**config.mk**
```make
export PLATFORM = sky130hd
export DESIGN_NAME = hc194_serial_seq_flat
export DESIGN_NICKNAME = d
export VERILOG_FILES = /design/src/rtl/hc194_serial_seq_if.sv /design/src/rtl/hc194_serial_seq.sv /design/src/flat_wrapper.sv
export SDC_FILE = /design/constraint.sdc
export NUM_CORES = 1
export LEC_CHECK = 0
export CORE_MARGIN = 2
export CORE_UTILIZATION = 44
export CTS_CLUSTER_SIZE = 12
export DETAILED_ROUTE_END_ITERATION = 12
export PLACE_DENSITY_LB_ADDON = 0.12
export REMOVE_ABC_BUFFERS = 1
export SLEW_MARGIN = 20
export SYNTH_ARGS = -nofsm -noshare
export SYNTH_HDL_FRONTEND = slang
export SYNTH_SLANG_ARGS = --single-unit
```
**constraint.sdc**
```tcl
create_clock -name CP -period 2 [get_ports CP]
set_clock_uncertainty 0.2 [all_clocks]
set_input_delay 0.4 -clock CP [delete_from_list [all_inputs] [get_ports CP]]
set_output_delay 0.4 -clock CP [all_outputs]
set_load 0.005 [all_outputs]
```
**src/rtl/hc194_serial_seq_if.sv**
```systemverilog
// hc194_serial_seq_if: word-in / bit-out handshakes plus the pins shared with the S_74HC194.
interface hc194_serial_seq_if #(parameter int NIBBLES = 2);
    logic                   in_valid;
    logic                   in_ready;
    logic [4*NIBBLES-1:0]   in_data;
    logic                   in_lsb;
    logic                   abort;
    logic                   bit_out;
    logic                   bit_valid;
    logic                   bit_ready;
    logic                   done;
    logic [1:0]             hc_s;
    logic [3:0]             hc_d;
    logic                   hc_ds;
    logic                   hc_cr_n;
    logic [3:0]             hc_q;
    modport master (
        output in_valid, in_data, in_lsb, abort, bit_ready, hc_q,
        input  in_ready, bit_out, bit_valid, done, hc_s, hc_d, hc_ds, hc_cr_n
    );
    modport slave (
        input  in_valid, in_data, in_lsb, abort, bit_ready, hc_q,
        output in_ready, bit_out, bit_valid, done, hc_s, hc_d, hc_ds, hc_cr_n
    );
endinterface

```
**src/rtl/hc194_serial_seq.sv**
```systemverilog
// hc194_serial_seq: loads nibbles of a word into a 74HC194 and streams its edge bit out.
module hc194_serial_seq #(parameter int NIBBLES = 2) (
    input logic              CP,
    input logic              CR_n,
    hc194_serial_seq_if.slave bus
);
    localparam int NW = NIBBLES > 1 ? $clog2(NIBBLES) : 1;
    localparam logic [NW-1:0] LAST = NW'(NIBBLES - 1);
    typedef enum logic [1:0] {IDLE, LOAD, SHIFT} state_t;
    state_t                 state, state_nxt;
    logic [NIBBLES-1:0][3:0] word;
    logic                   lsb_q, done_q, done_nxt, accept;
    logic [1:0]             bit_cnt, bit_nxt;
    logic [NW-1:0]          nib_idx, nib_nxt, sel, pos;
    assign accept        = bus.in_valid && bus.in_ready;
    assign bus.in_ready  = state == IDLE && !bus.abort;
    assign bus.bit_valid = state == SHIFT;
    assign bus.bit_out   = lsb_q ? bus.hc_q[0] : bus.hc_q[3];
    assign bus.done      = done_q;
    assign bus.hc_ds     = 1'b0;
    // nibble to present on hc_d: first one in LOAD, the following one on an overlapped load
    assign sel = state == LOAD ? '0 : nib_idx + 1'b1;
    assign pos = lsb_q ? sel : LAST - sel;
    always_comb begin
        state_nxt   = state;
        bit_nxt     = bit_cnt;
        nib_nxt     = nib_idx;
        done_nxt    = 1'b0;
        bus.hc_s    = 2'b00;
        bus.hc_d    = 4'h0;
        bus.hc_cr_n = 1'b1;
        if (bus.abort) begin
            bus.hc_cr_n = 1'b0;
            state_nxt   = IDLE;
            bit_nxt     = '0;
            nib_nxt     = '0;
        end else begin
            case (state)
                IDLE: if (accept) begin
                    state_nxt = LOAD;
                    nib_nxt   = '0;
                end
                LOAD: begin
                    bus.hc_s  = 2'b11;
                    bus.hc_d  = word[pos];
                    state_nxt = SHIFT;
                    bit_nxt   = '0;
                end
                SHIFT: if (bus.bit_ready) begin
                    if (bit_cnt != 2'd3) begin
                        bus.hc_s = lsb_q ? 2'b01 : 2'b10;
                        bit_nxt  = bit_cnt + 1'b1;
                    end else if (nib_idx != LAST) begin
                        bus.hc_s = 2'b11;
                        bus.hc_d = word[pos];
                        nib_nxt  = nib_idx + 1'b1;
                        bit_nxt  = '0;
                    end else begin
                        state_nxt = IDLE;
                        done_nxt  = 1'b1;
                        bit_nxt   = '0;
                        nib_nxt   = '0;
                    end
                end
                default: state_nxt = IDLE;
            endcase
        end
    end
    always_ff @(posedge CP or negedge CR_n) begin
        if (!CR_n) begin
            state   <= IDLE;
            word    <= '0;
            lsb_q   <= 1'b0;
            bit_cnt <= '0;
            nib_idx <= '0;
            done_q  <= 1'b0;
        end else begin
            state   <= state_nxt;
            bit_cnt <= bit_nxt;
            nib_idx <= nib_nxt;
            done_q  <= done_nxt;
            if (accept) begin
                word  <= bus.in_data;
                lsb_q <= bus.in_lsb;
            end
        end
    end
endmodule

```
**src/flat_wrapper.sv**
```systemverilog
// flat-port wrapper written by rule: the top's interface ports become plain ports
module hc194_serial_seq_flat 
#(parameter int NIBBLES = 2)
  (CP, CR_n, bus_in_valid, bus_in_data, bus_in_lsb, bus_abort, bus_bit_ready, bus_hc_q, bus_in_ready, bus_bit_out, bus_bit_valid, bus_done, bus_hc_s, bus_hc_d, bus_hc_ds, bus_hc_cr_n);
  hc194_serial_seq_if #(.NIBBLES(NIBBLES)) bus_i ();
  input logic CP;
  input logic CR_n;
  input wire logic [$bits(bus_i.in_valid)-1:0] bus_in_valid;
  input wire logic [$bits(bus_i.in_data)-1:0] bus_in_data;
  input wire logic [$bits(bus_i.in_lsb)-1:0] bus_in_lsb;
  input wire logic [$bits(bus_i.abort)-1:0] bus_abort;
  input wire logic [$bits(bus_i.bit_ready)-1:0] bus_bit_ready;
  input wire logic [$bits(bus_i.hc_q)-1:0] bus_hc_q;
  output wire logic [$bits(bus_i.in_ready)-1:0] bus_in_ready;
  output wire logic [$bits(bus_i.bit_out)-1:0] bus_bit_out;
  output wire logic [$bits(bus_i.bit_valid)-1:0] bus_bit_valid;
  output wire logic [$bits(bus_i.done)-1:0] bus_done;
  output wire logic [$bits(bus_i.hc_s)-1:0] bus_hc_s;
  output wire logic [$bits(bus_i.hc_d)-1:0] bus_hc_d;
  output wire logic [$bits(bus_i.hc_ds)-1:0] bus_hc_ds;
  output wire logic [$bits(bus_i.hc_cr_n)-1:0] bus_hc_cr_n;
  assign bus_i.in_valid = bus_in_valid;
  assign bus_i.in_data = bus_in_data;
  assign bus_i.in_lsb = bus_in_lsb;
  assign bus_i.abort = bus_abort;
  assign bus_i.bit_ready = bus_bit_ready;
  assign bus_i.hc_q = bus_hc_q;
  assign bus_in_ready = bus_i.in_ready;
  assign bus_bit_out = bus_i.bit_out;
  assign bus_bit_valid = bus_i.bit_valid;
  assign bus_done = bus_i.done;
  assign bus_hc_s = bus_i.hc_s;
  assign bus_hc_d = bus_i.hc_d;
  assign bus_hc_ds = bus_i.hc_ds;
  assign bus_hc_cr_n = bus_i.hc_cr_n;
  hc194_serial_seq #(.NIBBLES(NIBBLES)) u_core (.CP(CP), .CR_n(CR_n), .bus(bus_i));
endmodule
```
* After elaboration in Yosys (flattened, before gate mapping)
Index checks and enable logic that the tools add are counted.
** Operators by class
- Magnitude comparators :: 1
- Add/sub/neg operators :: 3
- Mux-type cells :: 38
- Reduce and logical (&&, ||, !) cells :: 9
- Equality and inequality tests :: 7
** Operator list (count)
- two-way mux 2 bit :: 13
- two-way mux 4 bit :: 6
- two-way mux 1 bit :: 14
- case mux 2 bit (2 select lines) :: 2
- case mux 4 bit (2 select lines) :: 1
- AND reduction 4 bit :: 2
- inequality test 3 x 2 -> 1 bit (second input constant) :: 2
- inequality test 3 bit (second input constant) :: 2
- case mux 2 bit (3 select lines) :: 1
- nonzero test 3 bit :: 2
- adder 2 x 1 -> 2 bit (second input constant) :: 1
- equality test 2 x 1 -> 1 bit (second input constant) :: 1
- equality test 2 bit (second input constant) :: 1
- logical AND 1 bit :: 2
- logical NOT 2 bit :: 1
- < comparator 1 x 2 -> 1 bit (second input constant) :: 1
- inequality test 2 bit (second input constant) :: 1
- case mux 1 bit (2 select lines) :: 1
- AND reduction 2 bit :: 1
- adder 1 bit (second input constant) :: 1
- logical NOT 1 bit :: 1
- subtractor 1 bit (first input constant) :: 1
** Word-level totals
- Logic and storage cells :: 65
- Output and inout bits :: 12
- Register bits :: 15
- Input port bits :: 18

* Longest topological paths before layout
Gate-level depths: netlist (run 1).
- Depth in word-level cells :: 11
- Depth in mapped cells :: 6
- Depth with buffers taken out :: 5

* Worst setup path before layout (run 1)
No wires, ideal clock.
- Path kind :: reg2out
- Start point :: register u_core.state[0]
- End point :: output bus_hc_d[0]
- Buffers on the path :: 1
- Slack :: 0.061 ns
- Required time :: 1.400 ns
- Stages on the path, launching flop included :: 7
- Arrival :: 1.339 ns
- Path through :: dfrtp_1 > inv_1 > ha_1 > buf_2 > and4b_1 > o21bai_1 > a21oi_1
** On the way
- Elaborated cells on any way between the ends :: 12
** RTL lines
- from (decl) :: RTL line hc194_serial_seq.sv:10 : state_t state, state_nxt;
- from (signal assigned) :: RTL line hc194_serial_seq.sv:78 : state <= state_nxt;
- equality test 2 bit
- net bus_bit_valid :: RTL line flat_wrapper.sv:16 : output wire logic [$bits(bus_i.bit_valid)-1:0] bus_bit_valid;
- case mux 4 bit (2 select lines) :: RTL line hc194_serial_seq.sv:38 : case (state)
- two-way mux 4 bit :: RTL line hc194_serial_seq.sv:32 : if (bus.abort) begin
- to (decl) :: RTL line flat_wrapper.sv:19 : output wire logic [$bits(bus_i.hc_d)-1:0] bus_hc_d;
The timed path passes the listed nets, and every way through them passes these cells. The select of a mux whose other input is x is not followed.

* Worst setup path in the final report (run 1)
- Start point :: register u_core.state[0]
- End point :: output bus_hc_d[1]
** On the way
- Word-level cells in the longest chain between the ends :: 11
- Elaborated cells on any way between the ends :: 12
** RTL lines
- equality test 2 x 1 -> 1 bit :: RTL line hc194_serial_seq.sv:22, hc194_serial_seq.sv:38
- two-way mux 1 bit :: RTL line hc194_serial_seq.sv:22 : assign sel = state == LOAD ? '0 : nib_idx + 1'b1;
- subtractor 1 bit :: RTL line hc194_serial_seq.sv:23 : assign pos = lsb_q ? sel : LAST - sel;
- two-way mux 1 bit :: RTL line hc194_serial_seq.sv:23
- two-way mux 4 bit (not written as such) (2 in series) :: RTL line hc194_serial_seq.sv:45, hc194_serial_seq.sv:55
- two-way mux 4 bit :: RTL line hc194_serial_seq.sv:53 : end else if (nib_idx != LAST) begin
- two-way mux 4 bit :: RTL line hc194_serial_seq.sv:50 : if (bit_cnt != 2'd3) begin
- two-way mux 4 bit :: RTL line hc194_serial_seq.sv:49 : SHIFT: if (bus.bit_ready) begin
- case mux 4 bit (2 select lines) * :: RTL line hc194_serial_seq.sv:38
- two-way mux 4 bit * :: RTL line hc194_serial_seq.sv:32
Mark *: on every way between the ends. The rest lies on a longest branch, timed or not. The select of a mux whose other input is x is not followed.

==> flow_summary.toml, run 1 <==
[status]
outcome = "finished, violations left"
failed_checks = "setup timing"

[cts]
postCtsHoldBufs = 0
cts_tree = "yes"
cts_root_buf = "clkbuf_4"
cts_buffers = 3
htreeDepth = 1
cts_buffer_depth = 2
cts.sinks = 15
clk_pin_slew_ns = 0.08
clk_latency_ns = 0.27

[logic_synthesis]
synth_compound_area_share_pct = 12.5
yosysTopAreaCellShare_pct = 41.6
synth_xor_area_share_pct = 0
synth_area_per_cell_um2 = 10.3
synth_area_leaders = "dfrtp_1 (42%), mux2_2 (12%), ha_1 (6.9%)"
synth.distinct_cells = 30
synth.most_common_cell = "dfrtp_1"
ys_ff_latch = 15
synth-seq-area-share_pct = 41.6
synthAdderAreaFrac_pct = 6.93
async_flop_share_pct = 100
ys_warn_count = 0
ys.flop_type = "dfrtp_1"
synth_enable_flop_cells = 0
yosys.area.top_type = "dfrtp_1"
synth_common_cells = "dfrtp_1 (15), mux2_2 (10), nor2_1 (7)"
synth_simple_gate_area_share_pct = 16.6
synth_top_family_by_area = "multiplexers"
synth_cells = 88
synthMuxAreaShare_pct = 17.5
synth_area_um2 = 902

[critical_path]
rr_worst_depth = 8
criticalPathCategory = "register to output pin"
cp-start-kind = "register"
end_kind = "output pin"
crit_arrival_ns = 1.66
cp.required_ns = 1.40
path_max_fanout = 5

[floorplanning]
die_w_um = 49.3
rows = 16
coreArea_um2 = 1940
die_y_um = 49.3
die_area_um2 = 2430
io_pins = 30
start_util_pct = 46.5

[place]
place_congestion = 0.837
hpwl_mm = 1.60
io_buffers = 26
dpl-instance-area_um2 = 1290

[grt]
gr-total-overflow = 0
antenna_found_initial = 0
grt_pass1_vias = 907
track_usage_pct = 21.6
grt_max_degree = 16
grt_pass1_wl_mm = 4.00

[sta]
grt_setup_unrepaired = "yes"
setup_ws_ns = -0.257
drv_slew = 0
min_period_ns = 2.26
setup_viol = 7
finalHoldViolations = 0
max_freq_mhz = 443
final.period_utilization_pct = 113

[hold_path]
min_path_type = "input pin to asynchronous set/reset pin"

[finish]
final_util_pct = 77.2
antenna-diode-count = 0
fin_area_um2 = 1500
nNetsFinal = 165
area_delta_synth_final_pct = 66.2
drive_gt1_share_pct = 51.1

[power_and_ir_drop]
peakVddDrop_mv = 0.805
leakage_nw = 0.668
power.density_nw_per_um2 = 1120

[routing]
drc_errors = 0
drt_iter0_markers = 9
antenna_left = 0
wl_per_cell_um = 14.3
vias = 891
firstDrtPassIters = 4
routed_wl_mm = 2.41
via_per_inst = 5.30

[flow_run]
max_cap_viol_count = 0
==> area by class of cell <==
type                       count  area (µm²)
multi-input combinational     66         603
timing repair buffer          53         443
fill                         147         443
sequential                    15         377
tap                           27        33.8
clock buffer                   4        26.3
inverter                       3        16.3
==> logic make-up (layout without fill, tap and decap cells) <==
kind of cell,Yosys count,count (layout)
AOI/OAI and AO/OA,18,18
adders and majority gates,5,5
buffers and inverters,7,60
DFF,15,15
muxes,14,14
other,1,1
and+or+nand+nor,28,28
==> per-stage QoR <==
step	hold WS, ns	setup WS (ns)	instances	TNS [ns]	total power [mW]
2_1_floorplan	-0.0956	0.0404	84	0	0.888
3_3_place_gp	0.286	-0.520	154	-3.90	1.21
3_5_place_dp	0.295	-0.614	154	-4.49	1.24
4_1_cts	0.233	-0.215	165	-1.10	1.60
5_1_grt	0.252	-0.339	168	-1.80	1.82
6_report	0.233	-0.257	168	-1.31	1.69
==> worst max-delay path, stage by stage (launching register included) <==
cell,delay (ns)
dfrtp_1,0.41
buf_6,0.13
ha_4,0.18
or3_4,0.37
nand3_2,0.10
a21oi_2,0.06
buf_2,0.13
==> report_power, final <==
part	switching (mW)	internal (mW)
logic	0.459	0.576
clock network	0.0858	0.0773
registers	0.0703	0.416
total	0.616	1.07
==> sequential cells by signal, indices dropped and copies added (netlist names) <==
name	count
u_core.nib_idx	1
u_core.bus.done	1
u_core.lsb_q	1
u_core.state	2
u_core.word	8
u_core.bit_cnt	2
==> layer usage <==
metal  wire, µm  vias up  part of all wire, %  GRT usage, %
met4         12        0                 0.50          4.29
met3        112        2                  4.6          5.83
li1           -      423                    -             -
met1        917      442                   38          23.6
met2       1370       24                   57          41.0
met5          0        -                    0             0
==> what timing repair did <==
| item | in CTS | in global routing |
|---|---|---|
| setup endpoints to repair | 10 | 8 |
| pin swaps | 7 | 10 |
| buffers inserted | 7 | 4 |
| resized for setup | 59 | 11 |
==> final timing paths <==
| kind | startpoint | endpoint | slack (ns) |
|---|---|---|---|
| min in group CP | u_core.word[0] | u_core.word[0] | 0.31 |
| max | u_core.state[0] | bus_hc_d[1] | -0.26 |
| min reg2reg | u_core.word[0] | u_core.word[0] | 0.31 |
| max in group asynchronous | CR_n | u_core.lsb_q | 1.18 |
| max reg2reg | u_core.state[1] | u_core.nib_idx | 0.08 |
| min | CR_n | u_core.bit_cnt[0] | 0.23 |
==> layout by cell type (no fill, tap or decap), types with 2 or more instances in the layout <==
cell type / instances
a32oi_1: 2
nor2_1: 6
nand2_1: 5
nor2b_1: 2
dlygate4sd2_1: 3
mux2i_1: 3
nand3_2: 4
o21ai_1: 4
mux2_2: 10
a21oi_2: 4
nand3_1: 2
ha_4: 3
dfrtp_1: 14
buf_6: 5
clkbuf_4: 3
buf_2: 6
buf_4: 22
clkdlybuf4s50_1: 16
No activity file was read; power rests on OpenSTA's default activity.
==> run 2: changes to the inputs <==
--- a/config.mk
+++ b/config.mk
@@ -11,6 +11,7 @@
 export DETAILED_ROUTE_END_ITERATION = 12
 export PLACE_DENSITY_LB_ADDON = 0.12
 export REMOVE_ABC_BUFFERS = 1
+export SKIP_LAST_GASP = 1
 export SLEW_MARGIN = 20
 export SYNTH_ARGS = -nofsm -noshare
 export SYNTH_HDL_FRONTEND = slang
==> results of run 2 <==
Final layout, timing and power as in run 1 (identical DEF).
